### src/rtl/spi_slave_resp.sv
// spi_slave_resp: SPI mode-0 responder for the ADC-board link.
// Receives a FRAME_BITS command frame on mosi while cs_n is low. Returns a
// TX_BITS word on miso, MSB first. sclk, cs_n and mosi are oversampled by
// clk through two-flop synchronisers plus a third flop used for edge detect.
// Optional build macro: SPI_SLAVE_RESP_MISO_TRISTATE_EN. When it is defined,
// miso floats (1'bz) whenever the block is not in an active frame.
module spi_slave_resp #(
    parameter int FRAME_BITS = 32,
    parameter int TX_BITS    = 16
) (
    input  logic                  clk,
    input  logic                  rst_n,
    input  logic                  sclk,
    input  logic                  cs_n,
    input  logic                  mosi,
    output logic                  miso,
    output logic [FRAME_BITS-1:0] rx_data,
    output logic                  rx_valid,
    output logic                  frame_err,
    input  logic [TX_BITS-1:0]    tx_data,
    input  logic                  tx_load,
    output logic                  tx_ready
);

    localparam int CNT_W = $clog2(FRAME_BITS + 2);

    typedef enum logic [1:0] {
        IDLE,
        ACTIVE,
        ABORT
    } state_t;

    state_t state_q, state_d;

    logic [2:0]            sclk_sync, cs_sync, mosi_sync;
    logic [1:0]            sync_primed;
    logic                  armed;
    logic [CNT_W-1:0]      bit_cnt;
    logic [FRAME_BITS-1:0] rx_shift;
    logic [TX_BITS-1:0]    tx_shift;
    logic [TX_BITS-1:0]    tx_hold;
    logic                  tx_pending;
    logic                  close_ok_q, close_err_q;
    logic                  miso_q;
    logic                  start, close_ok, close_err;

    // Synchronised edges. Stage [1] is the second sync flop, and stage [2] is the edge-detect flop.
    logic sclk_rise, sclk_fall, cs_rise, cs_fall, mosi_s;
    assign sclk_rise = sclk_sync[1] & ~sclk_sync[2];
    assign sclk_fall = ~sclk_sync[1] & sclk_sync[2];
    assign cs_rise   = cs_sync[1] & ~cs_sync[2];
    assign cs_fall   = ~cs_sync[1] & cs_sync[2];
    assign mosi_s    = mosi_sync[2];

    assign tx_ready = ~tx_pending;

    // Pin synchronisers. sync_primed marks when stage [1] holds a real pin sample rather than its reset value.
    // NOTE: sequential state is written with non-blocking (<=) so every flop samples pre-edge values.
    always_ff @(posedge clk or negedge rst_n) begin
        if (!rst_n) begin
            sclk_sync   <= 3'b000;
            cs_sync     <= 3'b111;
            mosi_sync   <= 3'b000;
            sync_primed <= 2'b00;
        end else begin
            sclk_sync   <= {sclk_sync[1:0], sclk};
            cs_sync     <= {cs_sync[1:0], cs_n};
            mosi_sync   <= {mosi_sync[1:0], mosi};
            sync_primed <= {sync_primed[0], 1'b1};
        end
    end

    // State register and arming flag. The block arms once a genuine synchronised cs_n high is seen.
    always_ff @(posedge clk or negedge rst_n) begin
        if (!rst_n) begin
            state_q <= IDLE;
            armed   <= 1'b0;
        end else begin
            state_q <= state_d;
            if (sync_primed[1] && cs_sync[1])
                armed <= 1'b1;
        end
    end

    // Next-state logic and frame start/close strobes.
    // NOTE: every always_comb output gets a default first so no latch is inferred.
    always_comb begin
        state_d   = state_q;
        start     = 1'b0;
        close_ok  = 1'b0;
        close_err = 1'b0;
        case (state_q)
            IDLE: begin
                if (cs_fall) begin
                    if (armed) begin
                        state_d = ACTIVE;
                        start   = 1'b1;
                    end else begin
                        state_d = ABORT;
                    end
                end
            end
            ACTIVE: begin
                if (cs_rise) begin
                    state_d = IDLE;
                    if (bit_cnt == CNT_W'(FRAME_BITS))
                        close_ok = 1'b1;
                    else
                        close_err = 1'b1;
                end
            end
            ABORT: begin
                if (cs_rise)
                    state_d = IDLE;
            end
            default: state_d = IDLE;
        endcase
    end

    // Shift registers, bit counter and TX holding register.
    always_ff @(posedge clk or negedge rst_n) begin
        if (!rst_n) begin
            bit_cnt     <= '0;
            rx_shift    <= '0;
            tx_shift    <= '0;
            tx_hold     <= '0;
            tx_pending  <= 1'b0;
            close_ok_q  <= 1'b0;
            close_err_q <= 1'b0;
        end else begin
            close_ok_q  <= close_ok;
            close_err_q <= close_err;
            if (start) begin
                bit_cnt    <= '0;
                tx_shift   <= tx_pending ? tx_hold : '1;
                tx_pending <= 1'b0;
            end else if (state_q == ACTIVE && !cs_rise) begin
                if (sclk_rise) begin
                    rx_shift <= {rx_shift[FRAME_BITS-2:0], mosi_s};
                    if (bit_cnt != CNT_W'(FRAME_BITS + 1))
                        bit_cnt <= bit_cnt + 1'b1;
                end
                if (sclk_fall)
                    tx_shift <= {tx_shift[TX_BITS-2:0], 1'b0};
            end
            // A load is only accepted while nothing is pending. The frame starting in the
            // same cycle has already taken the old content, so the new word waits.
            if (tx_load && tx_ready) begin
                tx_hold    <= tx_data;
                tx_pending <= 1'b1;
            end
        end
    end

    // Registered outputs, one cycle behind the state machine.
    always_ff @(posedge clk or negedge rst_n) begin
        if (!rst_n) begin
            rx_data   <= '0;
            rx_valid  <= 1'b0;
            frame_err <= 1'b0;
            miso_q    <= 1'b0;
        end else begin
            rx_valid  <= close_ok_q;
            frame_err <= close_err_q;
            if (close_ok_q)
                rx_data <= rx_shift;
            miso_q <= (state_q == ACTIVE) ? tx_shift[TX_BITS-1] : 1'b0;
        end
    end

`ifdef SPI_SLAVE_RESP_MISO_TRISTATE_EN
    logic miso_oe;

    // Output enable follows the frame with the same one-cycle delay as miso_q.
    always_ff @(posedge clk or negedge rst_n) begin
        if (!rst_n)
            miso_oe <= 1'b0;
        else
            miso_oe <= (state_q == ACTIVE);
    end

    assign miso = miso_oe ? miso_q : 1'bz;
`else
    assign miso = miso_q;
`endif

endmodule

### config.mk
export PLATFORM = sky130hd
export DESIGN_NAME = spi_slave_resp
export DESIGN_NICKNAME = d
export VERILOG_FILES = /design/src/rtl/spi_slave_resp.sv
export SDC_FILE = /design/constraint.sdc
export NUM_CORES = 1
export LEC_CHECK = 0
export CAP_MARGIN = 20
export CELL_PAD_IN_SITES_DETAIL_PLACEMENT = 0
export CELL_PAD_IN_SITES_GLOBAL_PLACEMENT = 1
export CORE_AREA = 2 2 117 119
export CTS_CLUSTER_DIAMETER = 40
export DETAILED_ROUTE_END_ITERATION = 8
export DIE_AREA = 0 0 119 121
export DONT_BUFFER_PORTS = 1
export PLACE_DENSITY_LB_ADDON = 0.1
export SLEW_MARGIN = 20
export SYNTH_ARGS = -nofsm -noshare
export SYNTH_HDL_FRONTEND = slang
export SYNTH_SLANG_ARGS = --single-unit
### constraint.sdc
create_clock -name clk -period 4.8 [get_ports clk]
set_input_delay 0.96 -clock clk [delete_from_list [all_inputs] [get_ports clk]]
set_output_delay 0.96 -clock clk [all_outputs]
set_load 0.01 [all_outputs]
After elaboration in Yosys (flattened, before gate mapping)
Cells that the tools add are included.
{ "op_classes": {"div": 0, "mul": 0, "n_mux": 24, "reduce_logical": 15, "n_bitwise": 10, "n_eq_ne": 6, "shifts": 0, "order_cmp": 0, "n_addsub": 1} }
{ "ops": {"columns": ["op", "n"], "rows": [
  ["$mux W16", 4],
  ["$mux W6", 4],
  ["$mux W1", 12],
  ["$reduce_bool A2 Y1", 5],
  ["$add A6 B1 Y6 const B", 1],
  ["$eq A6 B6 Y1 const B", 1],
  ["$mux W2", 3],
  ["$ne A6 B6 Y1 const B", 1],
  ["$not A1 Y1", 6],
  ["$reduce_and A3 Y1", 2],
  ["$and A1 B1 Y1", 4],
  ["$pmux W2 S2", 1],
  ["$reduce_and A2 Y1", 2],
  ["$logic_and A1 B1 Y1", 3],
  ["$eq A2 B1 Y1 const B", 1],
  ["$eq A2 B2 Y1 const B", 1],
  ["$logic_not A2 Y1", 1],
  ["$ne A2 B1 Y1 const B", 1],
  ["$ne A2 B2 Y1 const B", 1],
  ["$reduce_or A2 Y1", 1],
  ["$logic_not A1 Y1", 1]
]} }
{ "totals": {"n_memories": 0, "latchBits": 0, "mem_bits_rw": 0, "mem_bits_ro": 0, "inputBits": 22, "word_cells": 73, "ff_bits": 122, "out_inout_bits": 36} }

Depth between registers and ports, before layout
{ "depth": {"word_depth": 6, "mapped_depth": 8, "ltp_nobuf": 6} }

Worst setup path after synthesis
No wires, ideal clock.
{ "synth_path": {"path_kind": "input -> register", "from": "in tx_load", "to": "reg tx_hold[10]", "required_time_ns": 4.675, "path_stages": 4, "n_path_buf": 2, "path_slack_ns": 2.613, "t_arrival_ns": 2.062, "path_cell_list": "nor2b_1 > clkbuf_1 > clkbuf_1 > mux2_2"} }
{ "synth_between": {"elab_chain_cells": 1} }
{ "synth_rtl": {"columns": ["item", "line", "source"], "rows": [
  ["start, declared", "21", "input logic tx_load,"],
  ["$logic_and A1 B1 Y1", "148", "if (tx_load && tx_ready) begin"],
  ["end signal, assigned", "149", "tx_hold <= tx_data;"],
  ["end, declared", "41", "logic [TX_BITS-1:0] tx_hold;"]
]} }
No other way between the ends.
A chain may end at the register's enable or synchronous reset.

Final worst setup path
{ "layout_path": {"from": "reg state_q[0]", "to": "reg rx_shift[0]"} }
{ "layout_between": {"elab_chain_cells": 4} }
{ "layout_rtl": {"columns": ["item", "line", "source"], "rows": [
  ["start, declared", "33", "state_t state_q, state_d;"],
  ["start signal, assigned", "79", "state_q <= state_d;"],
  ["$logic_not A2 Y1", "92", "case (state_q)"],
  ["$mux W1", "92", null],
  ["$not A1 Y1 (no source line)", null, null],
  ["$reduce_and A3 Y1 (no source line) (*)", null, null],
  ["end signal, assigned", "139", "rx_shift <= {rx_shift[FRAME_BITS-2:0], mosi_s};"],
  ["end, declared", "39", "logic [FRAME_BITS-1:0] rx_shift;"]
]} }
Mark *: on every way between the ends. The rest lies on a longest branch, timed or not.

==> impl_metrics.env <==
export IMPL_grt_pass1_wl_mm=14.6
export IMPL_final_cell_mix="dfrtp_1, mux2_2, nand2_1"
export IMPL_p_per_area_nw_per_um2=539
export IMPL_design_core_area_sq_um=13100
export IMPL_synth_seq_cells=122
export IMPL_synthCells=350
export IMPL_tightest_slew_ns=0.763
export IMPL_total_power_mw=3.06
export IMPL_grt_antenna_before_repair=1
export IMPL_final_antenna_net_count=0
export IMPL_yosys_warnings=0
export IMPL_hold_viol=0
export IMPL_finalSetupViolCount=0
export IMPL_yosys_top_cells_area="dfrtp_1, mux2_2, mux2_4, nand2_1, a31oi_1"
export IMPL_slew_viol_final=0
export IMPL_die_y_microns=121
export IMPL_yosys_area_top_type_share_pct=60.5
export IMPL_root_buffer="clkbuf_16"
export IMPL_fin_area_sq_um=5680
export IMPL_yosysSeqAreaShare_pct=62.1
export IMPL_drv_cap=0
export IMPL_cts_buffers=17
export IMPL_dpl_cell_area_sq_um=5020
export IMPL_synth_ff_type="dfrtp_1"
export IMPL_drive_gt1_share_pct=32.9
export IMPL_syn_nets=377
export IMPL_synth_edff_count=0
export IMPL_crit_path_start_kind="register"
export IMPL_clkSlewWorstSetupHoldPaths_ns=0.05
export IMPL_async_flop_share_pct=100
export IMPL_fp_dieW_microns=119
export IMPL_crit_type="register to register"
export IMPL_firstDrtPassIters=4
export IMPL_maxSlewHeadroom_pct=48.4
export IMPL_wl_per_cell_microns=15.2
export IMPL_status="finished clean"
export IMPL_syn_area_per_cell_sq_um=14.1
export IMPL_worst_path_max_delay_cell="or4_4"
export IMPL_grt_max_degree=123
export IMPL_gr_total_overflow=0
export IMPL_min_period_ns=2.37
export IMPL_worst_path_largest_cell_delay_ns=0.80
export IMPL_initial_core_util_pct=37.6
export IMPL_path_max_fanout=32
export IMPL_clock_skew_ns=0.00781
export IMPL_max_freq_mhz=422
export IMPL_grt_util_all_layers_pct=13.2
export IMPL_vias=2591
export IMPL_gp_congestion=0.709
export IMPL_placementRows=42
export IMPL_route_detailed_drc=0
export IMPL_synth_top_area_cell="dfrtp_1"
export IMPL_arrival_ns=2.66
export IMPL_vias_per_cell=4.78
export IMPL_clkSinkCount=122
export IMPL_grt_setup_unrepaired="no"
export IMPL_synth_area_sq_um=4920
export IMPL_worstPathRequired_ns=5.09
export IMPL_cts_tree="built"
export IMPL_yosysUniqueCellTypes=40
export IMPL_cts_resized=0
export IMPL_dp_hpwl_mm=5.10
export IMPL_timing_final_crit_share_pct=49.4
export IMPL_finalNetCount=379
export IMPL_area_growth_pct=15.3
export IMPL_grt_pass1_vias=2869
export IMPL_power_leakage_nw=2.68
export IMPL_wirelength_mm=8.24
export IMPL_dieArea_sq_um=14400
export IMPL_numPortBuffers=0
export IMPL_mostFrequentLayoutCell="dfrtp_1"
export IMPL_fin_ws_ns=2.43
export IMPL_cts_buffer_depth=2
export IMPL_tns_ns=0
export IMPL_ios=58
export IMPL_hp_class="input pin to async pin"
export IMPL_detail_route_iter0_violations=142
export IMPL_endpoint_kind="register"
export IMPL_hold_buffers=0
export IMPL_postCtsSetupBuffers=0
export IMPL_ir_worst_vdd_mv=0.336
export IMPL_path_cells="inv_1 -> ha_1 -> and4b_1 -> or4_4 -> mux2_1"
export IMPL_clkLatencyLatePin_ns=0.41
export IMPL_place_ws_ns=2.44
export IMPL_h_tree_depth=4
synthesized netlist by cell type, types with 3 or more instances:
cell / count
buf_1: 3
mux2_4: 30
inv_1: 7
a21oi_1: 3
nor2_1: 8
o21ai_0: 3
nor4_1: 3
clkbuf_1: 10
dfrtp_1: 119
nand2_1: 39
mux2_2: 47
nor3_1: 16
a31oi_1: 16
ha_1: 5
xnor2_1: 4
dfstp_2: 3
buf_12: 3
nand3_1: 4
layer usage:
| layer | share of wire (%) | global-route usage, % | vias up |
|---|---|---|---|
| li1 | - | - | 1219 |
| met4 | 1.5 | 6.32 | 0 |
| met5 | 0 | 0 | - |
| met3 | 6.9 | 6.72 | 14 |
| met2 | 44 | 18.6 | 66 |
| met1 | 48 | 16.8 | 1292 |
worst paths after layout:
| kind | from | endpoint | slack, ns | depth (start not counted) |
|---|---|---|---|---|
| setup / recovery | state_q[0] | rx_shift[0] | 2.43 | 5 |
| hold / removal | rst_n | rx_data[25] | 0.24 | 0 |
| setup reg to reg | state_q[0] | rx_shift[0] | 2.43 | 5 |
| hold reg to reg | mosi_sync[1] | mosi_sync[2] | 0.35 | 0 |
| max in group asynchronous | rst_n | cs_sync[0] | 4.27 | 0 |
| min in group clk | mosi_sync[1] | mosi_sync[2] | 0.35 | 0 |
final cells by class:
class / count / area, sq um
clock inverter: 13 / 198
clock buffer: 19 / 453
multi-input combinational: 200 / 1690
fill: 1205 / 7410
inverter: 8 / 30.0
sequential: 122 / 3060
antenna: 1 / 2.50
timing repair buffer: 3 / 22.5
tap: 176 / 220
cell families (layout without fill, tap and decap cells):
kind of cell / Yosys count / in the layout / share of synthesized area [%]
flops: 122 / 122 / 62.1
simple gates: 83 / 83 / 8.21
mux: 79 / 79 / 20.4
compound gates: 28 / 28 / 3.76
buf+inv: 28 / 43 / 3.48
fa+ha+maj: 5 / 5 / 1.27
xor+xnor: 4 / 4 / 0.712
other cells: 1 / 2 / 0.0762
sequential cells by signal, indices dropped and copies added, names as in the netlist, 2 cells and up:
| register | flops |
|---|---|
| bit_cnt | 6 |
| rx_data | 32 |
| sync_primed | 2 |
| rx_shift | 32 |
| sclk_sync | 3 |
| tx_hold | 16 |
| state_q | 2 |
| tx_shift | 16 |
| mosi_sync | 3 |
| cs_sync | 3 |
worst max-delay path, delay by kind of cell, from the launching register on:
kind          cells  cell delay, ns
flops             1            0.39
simple gates      2            1.13
mux               1            0.40
fa+ha+maj         1            0.23
buf+inv           1            0.06
through the flow:
| stage | utilization, % | std cells | hold WS, ns |
|---|---|---|---|
| after detailed placement | 38.4 | 509 | 0.339 |
| after floorplan | - | 350 | 0.331 |
| final | 43.4 | 542 | 0.241 |
| after CTS | 43.4 | 541 | 0.216 |
| after global routing | 43.4 | 541 | 0.209 |
| after global placement | 38.4 | 509 | 0.334 |
where the power goes:
group	leakage [nW]	switching (mW)	internal, mW
Clock	0.315	0.440	0.942
Combinational	0.794	0.187	0.178
Sequential	1.58	0.105	1.21
Note: power is estimated with default switching activity, not from simulation.
